`src/rtl/gcm_pkg.sv`:
```
// rtl/gcm_pkg.sv - shared GCM block constants and counter-generator FSM states
package gcm_pkg;
  localparam int          BLOCK_W   = 128;
  localparam int          IV_W      = 96;
  localparam logic [31:0] J0_LOW    = 32'h1;
  localparam logic [31:0] CTR_START = 32'h2;

  typedef enum logic [1:0] {IDLE, RUN, FIN} state_t;
endpackage

```
`src/rtl/ctr_lane_add.sv`:
```
// rtl/ctr_lane_add.sv - builds LANES consecutive counter blocks from a base and fixed prefix
module ctr_lane_add
  import gcm_pkg::*;
#(
  parameter int LANES = 4,
  parameter int CTR_W = 32
) (
  input  logic [CTR_W-1:0]         base,
  input  logic [BLOCK_W-CTR_W-1:0] prefix,
  output logic [LANES*BLOCK_W-1:0] blocks
);
  for (genvar i = 0; i < LANES; i++) begin : g_lane
    assign blocks[i*BLOCK_W +: BLOCK_W] = {prefix, base + CTR_W'(i)};
  end
endmodule

```
`src/rtl/ctr_gen_multi.sv`:
```
// rtl/ctr_gen_multi.sv - multi-lane AES-GCM counter-block generator with J0 export and length limit
module ctr_gen_multi
  import gcm_pkg::*;
#(
  parameter int LANES = 4,
  parameter int CTR_W = 32,
  parameter int NB_W  = 32
) (
  input  logic                     clk,
  input  logic                     rst_n,
  input  logic                     load_iv,
  input  logic [IV_W-1:0]          iv96,
  input  logic [NB_W-1:0]          num_blocks,
  output logic [BLOCK_W-1:0]       j0,
  output logic                     j0_valid,
  output logic                     out_valid,
  input  logic                     out_ready,
  output logic [LANES*BLOCK_W-1:0] ctr_blocks,
  output logic [LANES-1:0]         lane_mask,
  output logic                     last,
  output logic                     done,
  output logic                     len_err
);
  localparam int          PFX_W      = BLOCK_W - CTR_W;
  localparam logic [63:0] MAX_BLOCKS = (64'd1 << CTR_W) - 64'd2;

  state_t                     state;
  logic [CTR_W-1:0]           base_q;
  logic [NB_W-1:0]            rem_q;
  logic [PFX_W-1:0]           prefix_q;

  logic                       too_long;
  logic                       accept;
  logic [CTR_W-1:0]           nxt_base;
  logic [NB_W-1:0]            nxt_rem;
  logic [PFX_W-1:0]           nxt_prefix;
  logic [LANES-1:0]           nxt_mask;
  logic                       nxt_last;
  logic [LANES*BLOCK_W-1:0]   nxt_blocks;

  assign too_long = 64'(num_blocks) > MAX_BLOCKS;
  assign accept   = out_valid && out_ready;

  // The next group is either the first group of a new load or the successor of the current one.
  always_comb begin
    nxt_base   = base_q + CTR_W'(LANES);
    nxt_rem    = rem_q - NB_W'(LANES);
    nxt_prefix = prefix_q;
    if (load_iv) begin
      nxt_base   = CTR_W'(CTR_START);
      nxt_rem    = num_blocks;
      nxt_prefix = PFX_W'({iv96, 32'h0} >> CTR_W);
    end
    nxt_mask = '0;
    for (int i = 0; i < LANES; i++) begin
      nxt_mask[i] = NB_W'(i) < nxt_rem;
    end
    nxt_last = nxt_rem <= NB_W'(LANES);
  end

  ctr_lane_add #(
    .LANES (LANES),
    .CTR_W (CTR_W)
  ) u_lane_add (
    .base   (nxt_base),
    .prefix (nxt_prefix),
    .blocks (nxt_blocks)
  );

  always_ff @(posedge clk or negedge rst_n) begin
    if (!rst_n) begin
      state      <= IDLE;
      base_q     <= '0;
      rem_q      <= '0;
      prefix_q   <= '0;
      j0         <= '0;
      j0_valid   <= 1'b0;
      out_valid  <= 1'b0;
      ctr_blocks <= '0;
      lane_mask  <= '0;
      last       <= 1'b0;
      done       <= 1'b0;
      len_err    <= 1'b0;
    end else begin
      done <= 1'b0;
      if (load_iv) begin
        // A load in any state restarts; it wins over a same-cycle accept.
        out_valid <= 1'b0;
        lane_mask <= '0;
        last      <= 1'b0;
        state     <= IDLE;
        if (too_long) begin
          len_err  <= 1'b1;
          j0_valid <= 1'b0;
        end else begin
          len_err  <= 1'b0;
          j0       <= {iv96, J0_LOW};
          j0_valid <= 1'b1;
          prefix_q <= nxt_prefix;
          if (num_blocks == '0) begin
            done <= 1'b1;
          end else begin
            base_q     <= nxt_base;
            rem_q      <= nxt_rem;
            ctr_blocks <= nxt_blocks;
            lane_mask  <= nxt_mask;
            last       <= nxt_last;
            out_valid  <= 1'b1;
            state      <= RUN;
          end
        end
      end else begin
        case (state)
          RUN: begin
            if (accept) begin
              if (last) begin
                out_valid <= 1'b0;
                lane_mask <= '0;
                last      <= 1'b0;
                done      <= 1'b1;
                state     <= FIN;
              end else begin
                base_q     <= nxt_base;
                rem_q      <= nxt_rem;
                ctr_blocks <= nxt_blocks;
                lane_mask  <= nxt_mask;
                last       <= nxt_last;
              end
            end
          end
          FIN:     state <= IDLE;
          default: state <= IDLE;
        endcase
      end
    end
  end
endmodule

```
`config.mk`:
```
export PLATFORM = sky130hd
export DESIGN_NAME = ctr_gen_multi
export DESIGN_NICKNAME = d
export VERILOG_FILES = /design/src/rtl/gcm_pkg.sv /design/src/rtl/ctr_lane_add.sv /design/src/rtl/ctr_gen_multi.sv
export SDC_FILE = /design/constraint.sdc
export NUM_CORES = 1
export LEC_CHECK = 0
export CORE_AREA = 2 2 308 310
export DETAILED_ROUTE_END_ITERATION = 8
export DIE_AREA = 0 0 310 312
export GPL_TIMING_DRIVEN = 0
export PLACE_DENSITY = 0.56
export SLEW_MARGIN = 0
export SYNTH_ARGS = -nofsm -noshare
export SYNTH_HDL_FRONTEND = slang
export SYNTH_SLANG_ARGS = --single-unit
export TNS_END_PERCENT = 100
```
`constraint.sdc`:
```
create_clock -name clk -period 4.2 [get_ports clk]
set_input_delay 0.84 -clock clk [delete_from_list [all_inputs] [get_ports clk]]
set_output_delay 0.84 -clock clk [all_outputs]
set_load 0.01 [all_outputs]
```
======== After elaboration in Yosys (flattened, before gate mapping) ========
Cells that the tools add are included.
cells by class
  magnitude comparators ................... 6
  eq/ne operators ......................... 6
  add/sub/neg operators ................... 5
  multiplexer cells ....................... 53
  bitwise logic cells ..................... 1
  reduce and logical (&&, ||, !) cells .... 10
operators with widths
  kind                                                                                count
  512-bit two-way mux                                                                 6
  32-bit two-way mux                                                                  14
  96-bit two-way mux                                                                  1
  32-bit by 2-bit adder with 32-bit output (second input constant)                    2
  1-bit by 32-bit less-than comparator with 1-bit output (first input constant)       2
  2-bit by 32-bit less-than comparator with 1-bit output (first input constant)       2
  32-bit by 1-bit adder with 32-bit output (second input constant)                    1
  32-bit by 3-bit adder with 32-bit output (second input constant)                    1
  32-bit greater-than comparator (second input constant)                              1
  32-bit by 3-bit less-or-equal comparator with 1-bit output (second input constant)  1
  32-bit logical NOT                                                                  1
  32-bit by 3-bit subtractor with 32-bit output (second input constant)               1
  4-bit two-way mux                                                                   6
  1-bit two-way mux                                                                   22
  2-bit two-way mux                                                                   4
  2-bit inequality test (second input constant)                                       3
  3-bit inequality test (second input constant)                                       2
  2-bit AND reduction                                                                 3
  2-bit nonzero test                                                                  3
  5-bit AND reduction                                                                 1
  3-bit AND reduction                                                                 1
  2-bit by 1-bit == test with 1-bit output (second input constant)                    1
  1-bit logical AND                                                                   1
  1-bit NOT                                                                           1
word-level totals
  bits in registers ....................... 780
  input port bits ......................... 132
  word-level logic and storage cells ...... 93

======== Longest topological paths before layout ========
  depth after elaboration ................. 7
  gate-level depth with buffers ........... 15
  mapped depth without buffers ............ 11

======== Cells and area by module ========
From an unflattened synthesis, not the netlist that was laid out.
unflattened totals
  cell total of the unflattened synthesis .. 4295
  area, all modules ....................... 37109.3 µm²
by module, submodules not included
  module         area an instance (µm²)  cells each  instances
  ctr_gen_multi  32105.8                 3602        1
  ctr_lane_add   5003.5                  693         1

======== Worst setup path after synthesis ========
Ideal clock, no wire load.
  kind .................................... in2reg
  start ................................... in load_iv
  end ..................................... reg ctr_blocks[141]
  stages on the path ...................... 11
  required time ........................... 4075 ps
  path slack .............................. 409 ps
  data arrival time ....................... 3666 ps
  cells stage by stage .................... buf_2 buf_2 buf_2 buf_2 or2_2 ha_1 nand2_1 nor4_2 nand3_1 nor3_1 mux2_2
on the way
  longest elaborated chain between the ends .. 6
  elaborated cells between the ends (all ways) .. 14
ends and longest elaborated chain
  item                                        line                  source
  start: declaration                          ctr_gen_multi.sv:11   input logic load_iv,
  32-bit two-way mux *                        ctr_gen_multi.sv:49   if (load_iv) begin
  net nxt_base[1]                             ctr_gen_multi.sv:34   logic [CTR_W-1:0] nxt_base;
  32-bit by 1-bit adder with 32-bit output *  ctr_lane_add.sv:13    assign blocks[i*BLOCK_W +: BLOCK_W] = {prefix, base + CTR_W'(i)};
  512-bit two-way mux                         ctr_gen_multi.sv:116  if (last) begin
  512-bit two-way mux                         ctr_gen_multi.sv:115  if (accept) begin
  512-bit two-way mux                         ctr_gen_multi.sv:113  case (state)
  512-bit two-way mux *                       ctr_gen_multi.sv:86   if (load_iv) begin
  end signal: assignment                      ctr_gen_multi.sv:105  ctr_blocks <= nxt_blocks;
  end signal: assignment                      ctr_gen_multi.sv:125  ctr_blocks <= nxt_blocks;
  end: declaration                            ctr_gen_multi.sv:18   output logic [LANES*BLOCK_W-1:0] ctr_blocks,
Mark *: on every way through the listed nets, which the timed path passes. The rest lies on a longest branch. The select of a mux whose other input is x is not followed.
A chain may end at the register's enable or synchronous reset.

======== Worst setup path in the final report ========
  start ................................... in load_iv
  end ..................................... reg ctr_blocks[409]
on the way
  longest elaborated chain between the ends .. 6
  elaborated cells between the ends (all ways) .. 14
ends and longest elaborated chain
  item                                        line
  32-bit two-way mux *                        ctr_gen_multi.sv:49
  net nxt_base[1]                             ctr_gen_multi.sv:34
  32-bit by 2-bit adder with 32-bit output *  ctr_lane_add.sv:13
  512-bit two-way mux                         ctr_gen_multi.sv:116
  512-bit two-way mux                         ctr_gen_multi.sv:115
  512-bit two-way mux                         ctr_gen_multi.sv:113
  512-bit two-way mux *                       ctr_gen_multi.sv:86
Marked as above.

==> results.yml <==
drt:
  drt-wirelength-per-cell_um: 21.4
  num_vias: 22200
  drc: 0
  vias_per_cell: 4.57
  drt-total-wl_mm: 104
  antenna_left: 0
  drt-pass1-iter-count: 5
  initialDrtViolationCount: 1689
worst_setup_path:
  start_kind: "input pin"
  arrival_ps: 4590
  path_cells: "clkdlybuf4s15_2 -> buf_2 -> buf_2 -> buf_4 -> buf_4 -> or2_2 -> ha_1 -> a21oi_1 -> nor3_2 -> nand3_1 -> nor4_4 -> buf_4 -> nand2_2 -> nor3_1 -> xnor2_1 -> o21ai_1"
  crit_top_cell: "buf_4"
  reg2reg_depth: 8
  cp.required_ps: 4660
  worst-path-stages: 16
  crit_path_max_fanout: 10
  crit_family: "buffers and inverters"
  crit_type: "input pin to flop"
  worst_path_largest_cell_delay_ps: 360
  crit_path_end_kind: "flop"
  crit_slowest_cell: "nor4_4"
  crit_buf_inv: 6
cts:
  cts.sinks: 458
  htree_levels: 2
  clkLatencyLatePin_ps: 610
  root_buffer: "clkbuf_16"
  cts_buffers: 55
  cts_tree: "done"
  clkTransAtPathRegs_ps: 60
  clk_path_buf_depth: 3
yosys:
  synth_seq_cells: 458
  synth_edf_count: 0
  synth_area_um2: 24100
  synth.distinct_cells: 89
  synth_xor_area_frac: 0.0317
  synth-seq-area-share: 0.476
  syn_avg_cell_area_um2: 8.90
  synth_top_flop_cell: "dfrtp_1"
  synthSimpleGateAreaFrac: 0.221
  synth_most_common_cell: "nand2_1"
  synth_warnings: 0
  synth_top_area_frac: 0.476
  synthArstFlopShare: 1.00
  synth_common_cells: "807 x nand2_1, 458 x dfrtp_1, 325 x buf_4"
  synth_area_leader_cell: "dfrtp_1"
  muxShareOfSynthArea: 0.0468
  synth_compound_area_frac: 0.0937
  yosys.area_share.adder: 0.00312
  synth_cells: 2702
  synth_area_leaders: "dfrtp_1 48%, nand2_1 13%, buf_4 10%, mux2i_1 4.5%, o21ai_0 4.2%"
  synth_top_family_by_area: "simple AND/OR/NAND/NOR gates"
die:
  floorplan.die_area_um2: 96700
  die_h_um: 312
  ios: 781
  die_w_um: 310
  core_um2: 93000
  initial_utilization: 0.259
  fp-row-count: 112
place:
  dpl.hpwl_mm: 80.6
  routabilityCongestion: 0.936
  dpl.cell_count: 4740
  dpl_cell_area_um2: 33400
  portBuffers: 749
global_routing:
  grt_pass1_vias: 22300
  grt_max_degree: 114
  antenna_found_initial: 6
  gr-total-overflow: 0
  grt.total_usage: 0.211
  grt_pass1_wl_mm: 152
timing:
  worst_slew_pin_slew_ps: 1260
  skew_ps: 31.3
  finalCritPeriodShare: 0.983
  setup_viol_count_final: 0
  worst_slew_margin_rel: 0.161
  slew_violations: 0
  finalCriticalPeriod_ps: 4130
  tns_ps: 0
  finalHoldViolCount: 0
  fmax_mhz: 242
  fin_hold_ws_ps: 106
pwr:
  leakage_nw: 15.7
  total_power_mw: 15.2
  peakVddDrop_v: 0.000270
  pwr_density_cell_nw_per_um2: 429
final_layout:
  finish.instance_area_um2: 35400
  nets: 3685
  fin_cells: 4854
  area_delta_synth_final_pct: 47.2
  drive_above_1_share: 0.148
outcome:
  outcome: "complete, no violations"
run:
  cap_violations: 0
hold_path:
  hp-class: "input pin to asynchronous set/reset pin"
through the flow:
| stage | utilization | worst slack, ps |
|---|---|---|
| after global placement | 0.357 | -19530 |
| after CTS | 0.380 | 10.3 |
| after detailed placement | 0.359 | -2310 |
| after floorplan | - | 409 |
| after global routing | 0.380 | -30.7 |
| final | 0.381 | 70.1 |
power by group:
part / switching [mW] / internal, mW
Sequential: 0.644 / 4.89
Combinational: 2.06 / 2.66
Clock: 2.01 / 2.94
Total: 4.71 / 10.5
logic make-up (layout without fill, tap and decap cells):
group	after synthesis	after routing
other cells	1	38
xor+xnor	87	87
buf+inv	478	1339
simple gates	1182	1182
compound gates	378	378
mux	112	112
fa+ha+maj	6	6
flops	458	458
per-layer routing:
metal,share of wire,GRT usage
met5,0.00036,0
met2,0.49,0.364
met3,0.061,0.0401
met1,0.42,0.266
met4,0.029,0.0595
flip-flops by register name, summed over array words and instances (netlist names), 2 cells and up:
register,cells
ctr_blocks,222
j0,97
prefix_q,96
rem_q,32
lane_mask,4
state,2
area by class of cell:
cell class                 instances  area [µm²]
fill                            9468       57600
sequential                       458       11500
multi-input combinational       1796        9730
timing repair buffer             759        7660
buffer                           463        3060
tap                             1254        1570
clock buffer                      78        1550
clock inverter                    25         310
inverter                          14        53.8
antenna                            7        17.5
final timing paths:
kind,from,slack [ps],end
max reg2reg,ctr_blocks[2],420,ctr_blocks[159]
max,load_iv,70,ctr_blocks[409]
min reg2reg,j0[73],470,j0[73]
min in group clk,j0[73],470,j0[73]
min,rst_n,110,ctr_blocks[396]
max in group asynchronous,rst_n,2570,ctr_blocks[158]
cells in the final DEF (no fill, tap or decap), types with 11 or more instances in the layout:
| master | Yosys | routed |
|---|---|---|
| dfrtp_1 | 458 | 458 |
| nor4_1 | 31 | 29 |
| nand3_1 | 38 | 36 |
| nand2_1 | 807 | 804 |
| nor3_1 | 55 | 53 |
| o21ai_0 | 204 | 204 |
| clkbuf_16 | 0 | 55 |
| clkdlybuf4s50_1 | 0 | 747 |
| nand4_1 | 35 | 35 |
| and2_1 | 11 | 11 |
| or4_1 | 14 | 14 |
| a21oi_1 | 38 | 38 |
| o21ai_1 | 25 | 25 |
| xnor2_1 | 67 | 66 |
| inv_1 | 13 | 13 |
| clkbuf_2 | 1 | 12 |
| buf_2 | 30 | 29 |
| clkinv_2 | 0 | 13 |
| clkbuf_1 | 94 | 92 |
| mux2i_1 | 108 | 107 |
| xor2_1 | 20 | 20 |
| nor2b_1 | 15 | 15 |
| buf_4 | 325 | 332 |
| o31ai_1 | 13 | 13 |
| conb_1 | 1 | 31 |
| nand2b_1 | 11 | 11 |
| nor2_1 | 84 | 84 |
| or3_1 | 12 | 12 |
timing repair:
item                       4_1_cts  5_1_grt
setup buffers                    3        2
hold endpoints to repair         0        0
gates cloned                     0        0
hold buffers                     0        0
gates resized for setup         39        8
pin swaps                        2        1
setup endpoints to repair      435       18
(Power assumes the default switching activity.)
